$ cat src/rtl/data_mem_responder_pkg.sv
// Shared constants for the data-side memory responder: MMIO word offsets,
// timer control bit positions and status bit positions.
package data_mem_responder_pkg;

  localparam logic [2:0] OFF_GPIO = 3'd0;
  localparam logic [2:0] OFF_CNT  = 3'd1;
  localparam logic [2:0] OFF_CMP  = 3'd2;
  localparam logic [2:0] OFF_CTRL = 3'd3;
  localparam logic [2:0] OFF_STAT = 3'd4;

  localparam int CTRL_EN      = 0;
  localparam int CTRL_AUTOCLR = 1;
  localparam int CTRL_IRQEN   = 2;

  localparam int ST_MATCH = 0;
  localparam int ST_ERR   = 1;

  localparam logic [31:0] CMP_RST = 32'hFFFF_FFFF;

endpackage

$ cat src/rtl/data_mem_responder_mmio_timer.sv
// Compare-match timer: COUNT, CMP, CTRL registers plus the sticky match bit
// with write-one-to-clear handling. Write strobes arrive already decoded.
module mmio_timer
  import data_mem_responder_pkg::*;
(
  input  logic        clk,
  input  logic        rst_n,
  input  logic [31:0] wdata,
  input  logic        cnt_we,
  input  logic        cmp_we,
  input  logic        ctrl_we,
  input  logic        stat_we,
  output logic [31:0] count,
  output logic [31:0] cmp,
  output logic [2:0]  ctrl,
  output logic        match,
  output logic        irq
);

  logic [31:0] count_q, count_d;
  logic [31:0] cmp_q, cmp_d;
  logic [2:0]  ctrl_q, ctrl_d;
  logic        match_q, match_d;
  logic        hit;

  // The compare sees pre-edge COUNT/CMP; a software COUNT load does not mask it.
  assign hit = ctrl_q[CTRL_EN] && (count_q == cmp_q);

  always_comb begin
    count_d = count_q;
    cmp_d   = cmp_q;
    ctrl_d  = ctrl_q;
    match_d = match_q;

    if (cnt_we) begin
      count_d = wdata;
    end else if (ctrl_q[CTRL_EN]) begin
      if (hit && ctrl_q[CTRL_AUTOCLR]) count_d = 32'd0;
      else                             count_d = count_q + 32'd1;
    end

    if (cmp_we)  cmp_d  = wdata;
    if (ctrl_we) ctrl_d = wdata[2:0];

    // Hardware set is applied after the clear so it wins on a collision.
    if (stat_we && wdata[ST_MATCH]) match_d = 1'b0;
    if (hit)                        match_d = 1'b1;
  end

  always_ff @(posedge clk or negedge rst_n) begin
    if (!rst_n) begin
      count_q <= 32'd0;
      cmp_q   <= CMP_RST;
      ctrl_q  <= 3'd0;
      match_q <= 1'b0;
    end else begin
      count_q <= count_d;
      cmp_q   <= cmp_d;
      ctrl_q  <= ctrl_d;
      match_q <= match_d;
    end
  end

  assign count = count_q;
  assign cmp   = cmp_q;
  assign ctrl  = ctrl_q;
  assign match = match_q;
  assign irq   = match_q & ctrl_q[CTRL_IRQEN];

endmodule

$ cat src/rtl/data_mem_responder.sv
// Data-side responder for the single-cycle core: word RAM plus an MMIO window
// (GPIO, timer, status). Reads are combinational, writes commit on clk.
module data_mem_responder
  import data_mem_responder_pkg::*;
#(
  parameter int          DEPTH_WORDS = 64,
  parameter logic [31:0] MMIO_BASE   = 32'h0000_1000
) (
  input  logic        clk,
  input  logic        rst_n,
  input  logic [31:0] dataadr,
  input  logic [31:0] writedata,
  input  logic        memwrite,
  output logic [31:0] readdata,
  output logic [31:0] gpio_out,
  output logic        timer_irq,
  output logic        err_flag
);

  localparam int AW = $clog2(DEPTH_WORDS);

  logic [31:0]   ram_mem [DEPTH_WORDS];
  logic [AW-1:0] ram_idx;
  logic          ram_hit, mmio_hit, unmapped;
  logic [2:0]    off;
  logic          gpio_we, cnt_we, cmp_we, ctrl_we, stat_we;
  logic [31:0]   gpio_q, gpio_d;
  logic          err_q, err_d;
  logic [31:0]   tmr_count, tmr_cmp;
  logic [2:0]    tmr_ctrl;
  logic          tmr_match;
  logic          unused_addr;

  // Byte lane bits are ignored: every access is a full word.
  assign unused_addr = ^dataadr[1:0];

  assign ram_idx  = dataadr[AW+1:2];
  assign off      = dataadr[4:2];
  assign ram_hit  = dataadr < 32'(DEPTH_WORDS * 4);
  assign mmio_hit = !ram_hit && (dataadr[31:5] == MMIO_BASE[31:5]);
  assign unmapped = !ram_hit && !mmio_hit;

  assign gpio_we = memwrite && mmio_hit && (off == OFF_GPIO);
  assign cnt_we  = memwrite && mmio_hit && (off == OFF_CNT);
  assign cmp_we  = memwrite && mmio_hit && (off == OFF_CMP);
  assign ctrl_we = memwrite && mmio_hit && (off == OFF_CTRL);
  assign stat_we = memwrite && mmio_hit && (off == OFF_STAT);

  mmio_timer u_timer (
    .clk     (clk),
    .rst_n   (rst_n),
    .wdata   (writedata),
    .cnt_we  (cnt_we),
    .cmp_we  (cmp_we),
    .ctrl_we (ctrl_we),
    .stat_we (stat_we),
    .count   (tmr_count),
    .cmp     (tmr_cmp),
    .ctrl    (tmr_ctrl),
    .match   (tmr_match),
    .irq     (timer_irq)
  );

  // RAM is not reset; a store landing while reset is held is dropped.
  always_ff @(posedge clk) begin
    if (memwrite && ram_hit && rst_n) ram_mem[ram_idx] <= writedata;
  end

  always_comb begin
    gpio_d = gpio_q;
    err_d  = err_q;
    if (gpio_we) gpio_d = writedata;
    if (stat_we && writedata[ST_ERR]) err_d = 1'b0;
    if (memwrite && unmapped)         err_d = 1'b1;
  end

  always_ff @(posedge clk or negedge rst_n) begin
    if (!rst_n) begin
      gpio_q <= 32'd0;
      err_q  <= 1'b0;
    end else begin
      gpio_q <= gpio_d;
      err_q  <= err_d;
    end
  end

  always_comb begin
    readdata = 32'd0;
    if (ram_hit) begin
      readdata = ram_mem[ram_idx];
    end else if (mmio_hit) begin
      case (off)
        OFF_GPIO: readdata = gpio_q;
        OFF_CNT:  readdata = tmr_count;
        OFF_CMP:  readdata = tmr_cmp;
        OFF_CTRL: readdata = {29'd0, tmr_ctrl};
        OFF_STAT: readdata = {30'd0, err_q, tmr_match};
        default:  readdata = 32'd0;
      endcase
    end
  end

  assign gpio_out = gpio_q;
  assign err_flag = err_q;

endmodule

$ cat config.mk
export PLATFORM = sky130hd
export DESIGN_NAME = data_mem_responder
export DESIGN_NICKNAME = d
export VERILOG_FILES = /design/src/rtl/data_mem_responder_pkg.sv /design/src/rtl/data_mem_responder_mmio_timer.sv /design/src/rtl/data_mem_responder.sv
export SDC_FILE = /design/constraint.sdc
export NUM_CORES = 2
export LEC_CHECK = 0
export ABC_CLOCK_PERIOD_IN_PS = 7000
export CORE_MARGIN = 2
export CORE_UTILIZATION = 45
export CTS_BUF_LIST = sky130_fd_sc_hd__clkbuf_8
export CTS_CLUSTER_DIAMETER = 150
export CTS_CLUSTER_SIZE = 10
export DETAILED_ROUTE_END_ITERATION = 7
export PLACE_DENSITY = 0.59
export SYNTH_ARGS = -nofsm -noshare
export SYNTH_HDL_FRONTEND = slang
export SYNTH_SLANG_ARGS = --single-unit
export TNS_END_PERCENT = 10
$ cat constraint.sdc
create_clock -name clk -period 7 [get_ports clk]
set_input_delay 1.4 -clock clk [delete_from_list [all_inputs] [get_ports clk]]
set_output_delay 1.4 -clock clk [all_outputs]
set_load 0.01 [all_outputs]
==> impl_results.md <==
* DRC at 0
* Critical path fanouts, max at 9
* Worst slew pin tran at 1.23 ns
* Initial DRC Count at 7836
* Pins Over Slew Limit at 0
* Arrival time of the worst setup path at 5.57 ns
* Cell with the most instances after synthesis: edfxtp_1
* I/O Buffers at 130
* Clk_skew at 0.0606 ns
* Area growth from synthesis to layout at 12.4%
* Initial Utilization at 45.2%
* Clock latency on the worst-skew pair at 1.06 ns
* GR Overflow Total at 0
* Die H at 438 um
* Layout cells sized above 1 at 23.9%
* Crit start category: input pin
* Mapped Nets at 4757
* Cell accounting for the most synthesized area: edfxtp_1
* Relative slew slack at 17.3%
* Pwr/cell area at 242 nW/um^2
* Main synth FF type: edfxtp_1
* Mapped Area at 84900 sq um
* Clk root buf: clkbuf_8
* Post-Synthesis Cells at 4689
* TritonCTS Sinks at 2149
* H-Tree Depth at 4
* RSZ-0062 raised after global routing: false
* Die Area at 192000 sq um
* WL/cell at 37.2 um
* Placed Area at 91800 sq um
* Total global-route track usage at 29.6%
* Vias per cell at 6.51
* Hold Slack at 0.299 ns
* TritonCTS Buffers at 232
* Max_cap viols at 0
* Crit path time final at 6.97 ns
* Hold WC Path Type: in -> async
* Crit path cell chain: clkdlybuf4s50_1 -> nor2b_1 -> nor2b_2 -> buf_4 -> a221oi_1 -> nor2_1 -> buf_4 -> a21oi_1 -> and4_1 -> o22ai_1 -> clkdlybuf4s50_1
* DR pass1 iterations at 6
* Longest Clk Path Bufs at 3
* Routed wire length at 288000 um
* Setup TNS at 0 ns
* WS Path Type: in -> out
* Post-CTS Hold Buffers at 0
* Largest net degree at the start of global routing at 71
* Slowest cell on crit path: clkdlybuf4s50_1
* Post-layout util at 50.8%
* Proportion of synthesized flip-flops having asynchronous set or reset at 4.70%
* Lkg Pwr at 31.0 nW
* Crit. End Element: primary output
* Ports at 133
* Vias in the first global route at 47.7k
* Endpoints failing setup at 0
* EDFF count, synth at 2048
* Max Clk Rate at 143 MHz
* Area of the core at 188000 sq um
* Final nets at 5237
* Fin crit share at 99.6%
* Yosys reg bits at 2149
* Synth area leaders: edfxtp_1, mux4_2, mux2i_1, mux2_2, dfrtp_1
* Fin area at 95400 sq um
* Clock Pin Slew Worst Setup and Hold Paths at 0.08 ns
* Setup bufs post-CTS at 0
* Syn_area_per_cell at 18.1 sq um
* CP max stage delay at 0.66 ns
* Synth warn at 0
* Final antenna-violating net count at 0
* First-pass GRT wire length at 393000 um
* Max IR drop VDD at 179 uV
* Commonest cells in the netlist: edfxtp_1, mux2i_1, nor2_1
* Share of the synthesized area in the top cell type at 72.5%
* Post-DP HPWL at 172000 um
* WP data required at 5.60 ns
* Hold Violations, Final at 0
* Chip Width at 438 um
* Num rows at 159
* CTS tree: yes
* Unique masters post-synth at 83
* Total number of vias at 50.4k
* Sequential share of the synthesized area at 75.5%
* Routability cong. at 0.911
* Antenna violations before repair at 25
* Status: finished clean
* Filler cell count at 15.3k
-- sequential cells by signal, summed over array words and instances, names as in the netlist --
signal and count:
u_timer.count 32, u_timer.cmp 32, err_flag 1, gpio_out 32, u_timer.ctrl 3, ram_mem 2048
u_timer.match 1
-- cell type report --
class	count	area, sq um	area share [%]
Clock buffer	235	3230	3.39
Inverter	7	38.8	0.0407
Clock inverter	53	275	0.289
Timing Repair Buffer	565	4960	5.20
Sequential cell	2149	64100	67.2
Tap cell	2495	3120	3.27
Multi-Input combinational cell	2214	19600	20.6
Antenna cell	19	47.5	0.0499
-- routing by layer --
layer,routed length [um],GRT usage (%),up-vias
met5,108,0,-
met4,14100,13.1,16
met3,31900,6.65,599
met2,127000,43.5,3236
met1,114000,42.2,26500
li1,-,-,20000
-- worst max-delay path: cells and delay by family --
family | cells | cell delay [ns]
AOI/OAI and AO/OA | 3 | 0.38
and+or+nand+nor | 4 | 1.97
buffers and inverters | 4 | 1.81
-- power breakdown --
group / internal [mW] / switching, mW / leakage (nW)
registers: 14.1 / 0.0000000487 / 19.5
clock network: 3.01 / 4.28 / 1.95
logic: 0.532 / 1.21 / 9.57
-- logic make-up after synthesis --
group / share of synthesized area [%]
adder cells (fa/ha/maj): 0.0147
XOR/XNOR: 0.599
AO/OA/AOI/OAI: 7.70
flip-flops: 75.5
buffers and inverters: 2.09
AND/OR/NAND/NOR: 3.07
multiplexers: 11.0
-- path summary, 6_finish.rpt --
check,slack (ns),start,to,cells after the start
worst min-delay path,0.30,rst_n,gpio_out[13],1
max in group asynchronous,5.32,rst_n,gpio_out[22],2
worst min register to register,0.54,gpio_out[20],gpio_out[20],1
worst max register to register,3.35,u_timer.count[9],u_timer.count[2],8
min in group clk,0.54,gpio_out[20],gpio_out[20],1
worst max-delay path,0.03,dataadr[6],readdata[9],11
-- per-stage QoR --
step	setup WS [ns]	total power, mW	std cells
floorplan	2.31	15.0	4689
global placement	-0.103	16.0	7430
detailed placement	-0.129	16.1	7430
CTS	0.187	23.2	7718
global route	0.0684	23.7	7721
finish	0.0256	23.1	7737
-- cells in the final DEF, fill, tap and decap left out, types with 7 or more instances in the layout --
cell type           n
nor3_1             35
mux2_2            215
nand4_1            15
a22oi_1           109
nand2_1           151
buf_12             43
dfrtp_1            69
xor2_1             47
buf_2              32
nor4_1             23
nor2_1            170
and3_1             12
o221ai_1           30
o211ai_1            8
a221o_1            44
dfstp_2            32
nand3_1            28
and2_1              7
edfxtp_1         2048
o22ai_1           121
clkdlybuf4s50_1    94
o21ai_0           111
clkbuf_8          235
a21oi_1           135
mux2i_1           289
o22a_1              7
diode_2            19
o2bb2ai_1          34
nand2b_1            7
a221oi_1          181
mux4_2            172
inv_1              45
xnor2_1            11
a222oi_1           10
a21o_1             29
buf_4             393
a22o_1             33
nor2_4             67
a31oi_1            12
-- what timing repair did --
item / CTS / global route
endpoints found under the setup margin: 1 / 0
resized for setup: 1 / 0
endpoints found under the hold margin: 0 / 0
(Power assumes the default switching activity.)
